===== src/rtl/seg_display_scanner.sv =====
// Time-multiplexed 7-segment scanner: one shared external BCD decoder, blanking gaps
// between digits, and a double-buffered display word committed at frame boundaries.
module seg_display_scanner #(
  parameter int NUM_DIGITS   = 4,
  parameter int REFRESH_DIV  = 1000,
  parameter int BLANK_CYCLES = 2
) (
  input  logic                    clk,
  input  logic                    rst,
  input  logic                    load,
  input  logic [4*NUM_DIGITS-1:0] value,
  input  logic                    blank_lz,
  output logic [3:0]              bcd,
  input  logic [6:0]              segment_in,
  output logic [6:0]              seg,
  output logic [NUM_DIGITS-1:0]   an,
  output logic                    pending,
  output logic                    frame_done,
  output logic                    bcd_err
);

  // state | meaning
  // BLANK | all digits off for BLANK_CYCLES cycles, decoder settles on next digit
  // SHOW  | digit idx enabled for REFRESH_DIV cycles, segments refreshed each cycle
  localparam logic [0:0] ST_BLANK = 1'b0;
  localparam logic [0:0] ST_SHOW  = 1'b1;

  localparam int CNT_MAX = (REFRESH_DIV > BLANK_CYCLES) ? REFRESH_DIV : BLANK_CYCLES;
  localparam int CW      = $clog2(CNT_MAX + 1);
  localparam int IW      = (NUM_DIGITS > 1) ? $clog2(NUM_DIGITS) : 1;

  localparam logic [CW-1:0] BLANK_LAST = CW'(BLANK_CYCLES - 1);
  localparam logic [CW-1:0] SHOW_LAST  = CW'(REFRESH_DIV - 1);
  localparam logic [IW-1:0] IDX_LAST   = IW'(NUM_DIGITS - 1);
  localparam logic [6:0]    SEG_E      = 7'b1001111;

  logic [4*NUM_DIGITS-1:0] active;
  logic [4*NUM_DIGITS-1:0] shadow;
  logic [IW-1:0]           idx;
  logic [CW-1:0]           cnt;
  logic [0:0]              state;

  logic                    phase_end;
  logic [0:0]              state_nxt;
  logic                    boundary;
  logic                    digit_err;
  logic                    lz_hit;
  logic                    zero_above;
  logic [6:0]              seg_sel;
  logic [NUM_DIGITS-1:0]   an_sel;

  always_comb begin
    if (state == ST_BLANK) phase_end = (cnt == BLANK_LAST);
    else                   phase_end = (cnt == SHOW_LAST);
    state_nxt = phase_end ? ~state : state;
    boundary  = (state == ST_SHOW) && phase_end && (idx == IDX_LAST);
  end

  always_comb begin
    bcd    = 4'd0;
    an_sel = '0;
    for (int i = 0; i < NUM_DIGITS; i++) begin
      if (idx == IW'(i)) begin
        bcd       = active[4*i +: 4];
        an_sel[i] = 1'b1;
      end
    end
  end

  // Walk from the most significant digit down so zero_above covers digit i and everything above it.
  always_comb begin
    zero_above = 1'b1;
    lz_hit     = 1'b0;
    for (int i = NUM_DIGITS - 1; i >= 0; i--) begin
      zero_above = zero_above & (active[4*i +: 4] == 4'd0);
      if ((i > 0) && (idx == IW'(i))) lz_hit = zero_above;
    end
  end

  always_comb begin
    digit_err = (bcd > 4'd9);
    if (digit_err)               seg_sel = SEG_E;
    else if (blank_lz && lz_hit) seg_sel = 7'b0;
    else                         seg_sel = segment_in;
  end

  always_ff @(posedge clk or posedge rst) begin
    if (rst) begin
      state <= ST_BLANK;
      cnt   <= '0;
      idx   <= '0;
    end else begin
      state <= state_nxt;
      cnt   <= phase_end ? '0 : cnt + CW'(1);
      if ((state == ST_SHOW) && phase_end)
        idx <= (idx == IDX_LAST) ? '0 : idx + IW'(1);
    end
  end

  // Outputs follow the next state so an and seg switch on the same edge as the state.
  always_ff @(posedge clk or posedge rst) begin
    if (rst) begin
      an         <= '0;
      seg        <= '0;
      bcd_err    <= 1'b0;
      frame_done <= 1'b0;
    end else begin
      frame_done <= boundary;
      if (state_nxt == ST_SHOW) begin
        an      <= an_sel;
        seg     <= seg_sel;
        bcd_err <= digit_err;
      end else begin
        an      <= '0;
        seg     <= '0;
        bcd_err <= 1'b0;
      end
    end
  end

  always_ff @(posedge clk or posedge rst) begin
    if (rst) begin
      active  <= '0;
      shadow  <= '0;
      pending <= 1'b0;
    end else if (load && boundary) begin
      active  <= value;
      shadow  <= value;
      pending <= 1'b0;
    end else begin
      if (boundary && pending) begin
        active  <= shadow;
        pending <= 1'b0;
      end
      if (load) begin
        shadow  <= value;
        pending <= 1'b1;
      end
    end
  end

endmodule


===== config.mk =====
export PLATFORM = sky130hd
export DESIGN_NAME = seg_display_scanner
export DESIGN_NICKNAME = d
export VERILOG_FILES = /design/src/rtl/seg_display_scanner.sv
export SDC_FILE = /design/constraint.sdc
export NUM_CORES = 1
export LEC_CHECK = 0
export CORE_MARGIN = 4
export CORE_UTILIZATION = 45
export DETAILED_ROUTE_END_ITERATION = 7
export GPL_ROUTABILITY_DRIVEN = 0
export PLACE_DENSITY = 0.7
export SYNTH_ARGS = -nofsm -noshare
export SYNTH_HDL_FRONTEND = slang
export SYNTH_SLANG_ARGS = --single-unit

===== constraint.sdc =====
create_clock -name clk -period 6.6 [get_ports clk]
set_input_delay 0.99 -clock clk [delete_from_list [all_inputs] [get_ports clk]]
set_output_delay 0.99 -clock clk [all_outputs]
set_load 0.1 [all_outputs]

==> impl_metrics.tcl <==
set metrics [dict create \
    grt_setup_unrepaired "no" \
    rows 26 \
    cap_violations 0 \
    diodes 0 \
    via_per_inst 5.14 \
    ir_drop_mv 0.162 \
    core_um2 5240 \
    die_y_um 82.6 \
    synth_top_cell_by_area "dfrtp_1" \
    drc 0 \
    holdPathEnd "shadow[15]" \
    grt_pass1_wl_um 7740 \
    rr_worst_depth 8 \
    drive_gt1_share_pct 19.3 \
    rr_startpoint "cnt[5]" \
    placed_cell_area_um2 3010 \
    critPathLaunchType "register" \
    synthArstFlopShare_pct 100 \
    ant_nets 0 \
    grt_usage_pct 15.7 \
    cts_made_buffers 9 \
    arrival_ps 3100 \
    ys_ff_latch 59 \
    cts_setup_buffers 0 \
    min_period_ps 4090 \
    cts_root_buffer "clkbuf_8" \
    cts_max_level 3 \
    finalClockSkew_ps 8.49 \
    finalSetupViolCount 0 \
    hold_start "shadow[15]" \
    end_kind "output pin" \
    cts_sinks 59 \
    clk_pin_slew_ps 60 \
    syn_to_final_growth_pct 27.3 \
    clock_latency_ps 340 \
    yosysWarningCount 0 \
    clockBufferDepth 2 \
    final_max_slew_viol_count 0 \
    leakage_nw 1.42 \
    synthTopCellsByArea "dfrtp_1 59%, mux2_2 14%, ha_1 3.0%" \
    netlist.area_leader.share_pct 59.0 \
    cp.required_ps 5610 \
    grt_pass1_vias 1643 \
    cp_max_fo 12 \
    r2r_slack_ps 3820 \
    design_area_um2 3190 \
    layout.nets 282 \
    finalHoldViolations 0 \
    fillCellCount 444 \
    final.setup.tns_ps 0 \
    dpl.hpwl_um 3270 \
    dr.pass1.iters 4 \
    min_period_over_period_pct 61.9 \
    worst_pin_slew_ps 990 \
    netlist_instances 199 \
    max_freq_mhz 245 \
    antenna_found_initial 0 \
    r2r-end "active[0]" \
    post_synth.cell_area_avg_um2 12.6 \
    synth.net_count 232 \
    slew-limit-headroom_pct 33.8 \
    die_x_um 82.6 \
    grt_max_degree 60 \
    routed_wl_um 4610 \
    hold_depth 1 \
    syn-cell-area_um2 2500 \
    ios 45 \
    drtIter0Drc 31 \
    yosysUniqueCellTypes 29 \
    vias 1666 \
    seq_area_frac_synth_pct 59.0 \
    holdBufCountCts 0 \
    io_buffers 44 \
    ctsResizeCount 0 \
    initial_core_util_pct 47.8 \
    critical_path_class "register to output pin" \
    fp.dieArea_um2 6820 \
    synth_ff_type "dfrtp_1" \
    min_path_type "register to register" \
    overflow 0 \
    routedWlPerCell_um 14.2 \
    cts_tree "yes" \
    outcome "complete, no violations" \
    cellPowerDensity_nw_per_um2 226 \
    final_util_pct 60.8 \
    synth_edf_count 0 \
]
## flip-flops by register name, summed over array words and instances (netlist names)
register,count
active,16
shadow,16
cnt,10
seg,7
an,4
idx,2
bcd_err,1
frame_done,1
pending,1
state,1
## final cells by class
cell class | instances | area [µm²] | area share, %
clock buffer | 14 | 163 | 5.10
sequential | 59 | 1480 | 46.3
inverter | 6 | 22.5 | 0.707
tap | 70 | 87.6 | 2.75
multi-input combinational | 127 | 972 | 30.5
timing repair buffer | 46 | 455 | 14.3
clock inverter | 2 | 10.0 | 0.314
## placed cells by master (no fill, tap or decap), types with 3 or more instances in the layout
cell and count:
clkdlybuf4s50_1 44, nor2_1 12, nand2_1 13, nor3b_1 3
clkbuf_1 3, nor3_1 4, and3_1 3, dfrtp_1 59
mux2_2 32, clkbuf_8 11, nor4_1 4, nor2b_1 4
and2_1 5, nand3b_1 4, inv_1 5, nand3_1 3
a211oi_1 6, xor2_1 3, o21ai_0 8, xnor2_1 5
ha_1 6
## through the flow
| stage | setup slack [ps] | power [mW] | std cells | hold WS (ps) |
|---|---|---|---|---|
| after global placement | 2940 | 0.445 | 308 | 482 |
| after detailed placement | 2910 | 0.445 | 308 | 485 |
| after global routing | 2290 | 0.757 | 324 | 514 |
| final | 2510 | 0.721 | 324 | 494 |
| after floorplan | 2270 | 0.420 | 199 | 468 |
| after CTS | 2520 | 0.734 | 324 | 499 |
## per-layer routing
layer	track usage (%)	wire (µm)	vias up
met5	0	0	-
li1	-	-	797
met1	18.8	2080	819
met3	7.16	304	8
met2	24.4	2150	42
met4	6.37	76	0
## power breakdown
group          switching, mW  leakage (nW)  total (mW)  internal, mW
Sequential           0.00274         0.733       0.376         0.374
Clock                  0.127        0.0905       0.283         0.156
Combinational         0.0339         0.593      0.0612        0.0273
## worst max-delay path: stages, from the launching register on
cell	delay [ps]
dfrtp_1	390
inv_1	100
ha_1	360
a211oi_1	130
a211oi_1	530
clkdlybuf4s50_1	1250
## kinds of logic after synthesis
group | Yosys count | synth area share (%)
flops | 59 | 59.0
simple gates | 58 | 12.0
mux | 32 | 14.4
compound gates | 23 | 6.65
buf+inv | 13 | 2.20
xor+xnor | 8 | 2.80
fa+ha+maj | 6 | 3.00
## worst max path at each step
stage / to / startpoint / depth (start not counted) / slack, ps
floorplan: bcd[1] / idx[0] / 5 / 2270
global placement: bcd[3] / idx[0] / 5 / 2940
detailed placement: bcd[3] / idx[1] / 5 / 2910
CTS: bcd[3] / idx[1] / 5 / 2520
global route: bcd[3] / idx[0] / 5 / 2290
finish: bcd[3] / idx[1] / 5 / 2510
## synth_stat cells (3+ instances only)
cell	n
xor2_1	3
inv_1	6
nor3b_1	3
mux2_2	32
xnor2_1	5
buf_2	5
and2_1	5
nor4_1	4
nand3_1	3
a211oi_1	6
nand3b_1	4
nor2_1	12
o21ai_0	8
nand2_1	13
and3_1	3
ha_1	6
nor2b_1	4
nor3_1	4
dfrtp_1	59
No activity file was read; power rests on OpenSTA's default activity.
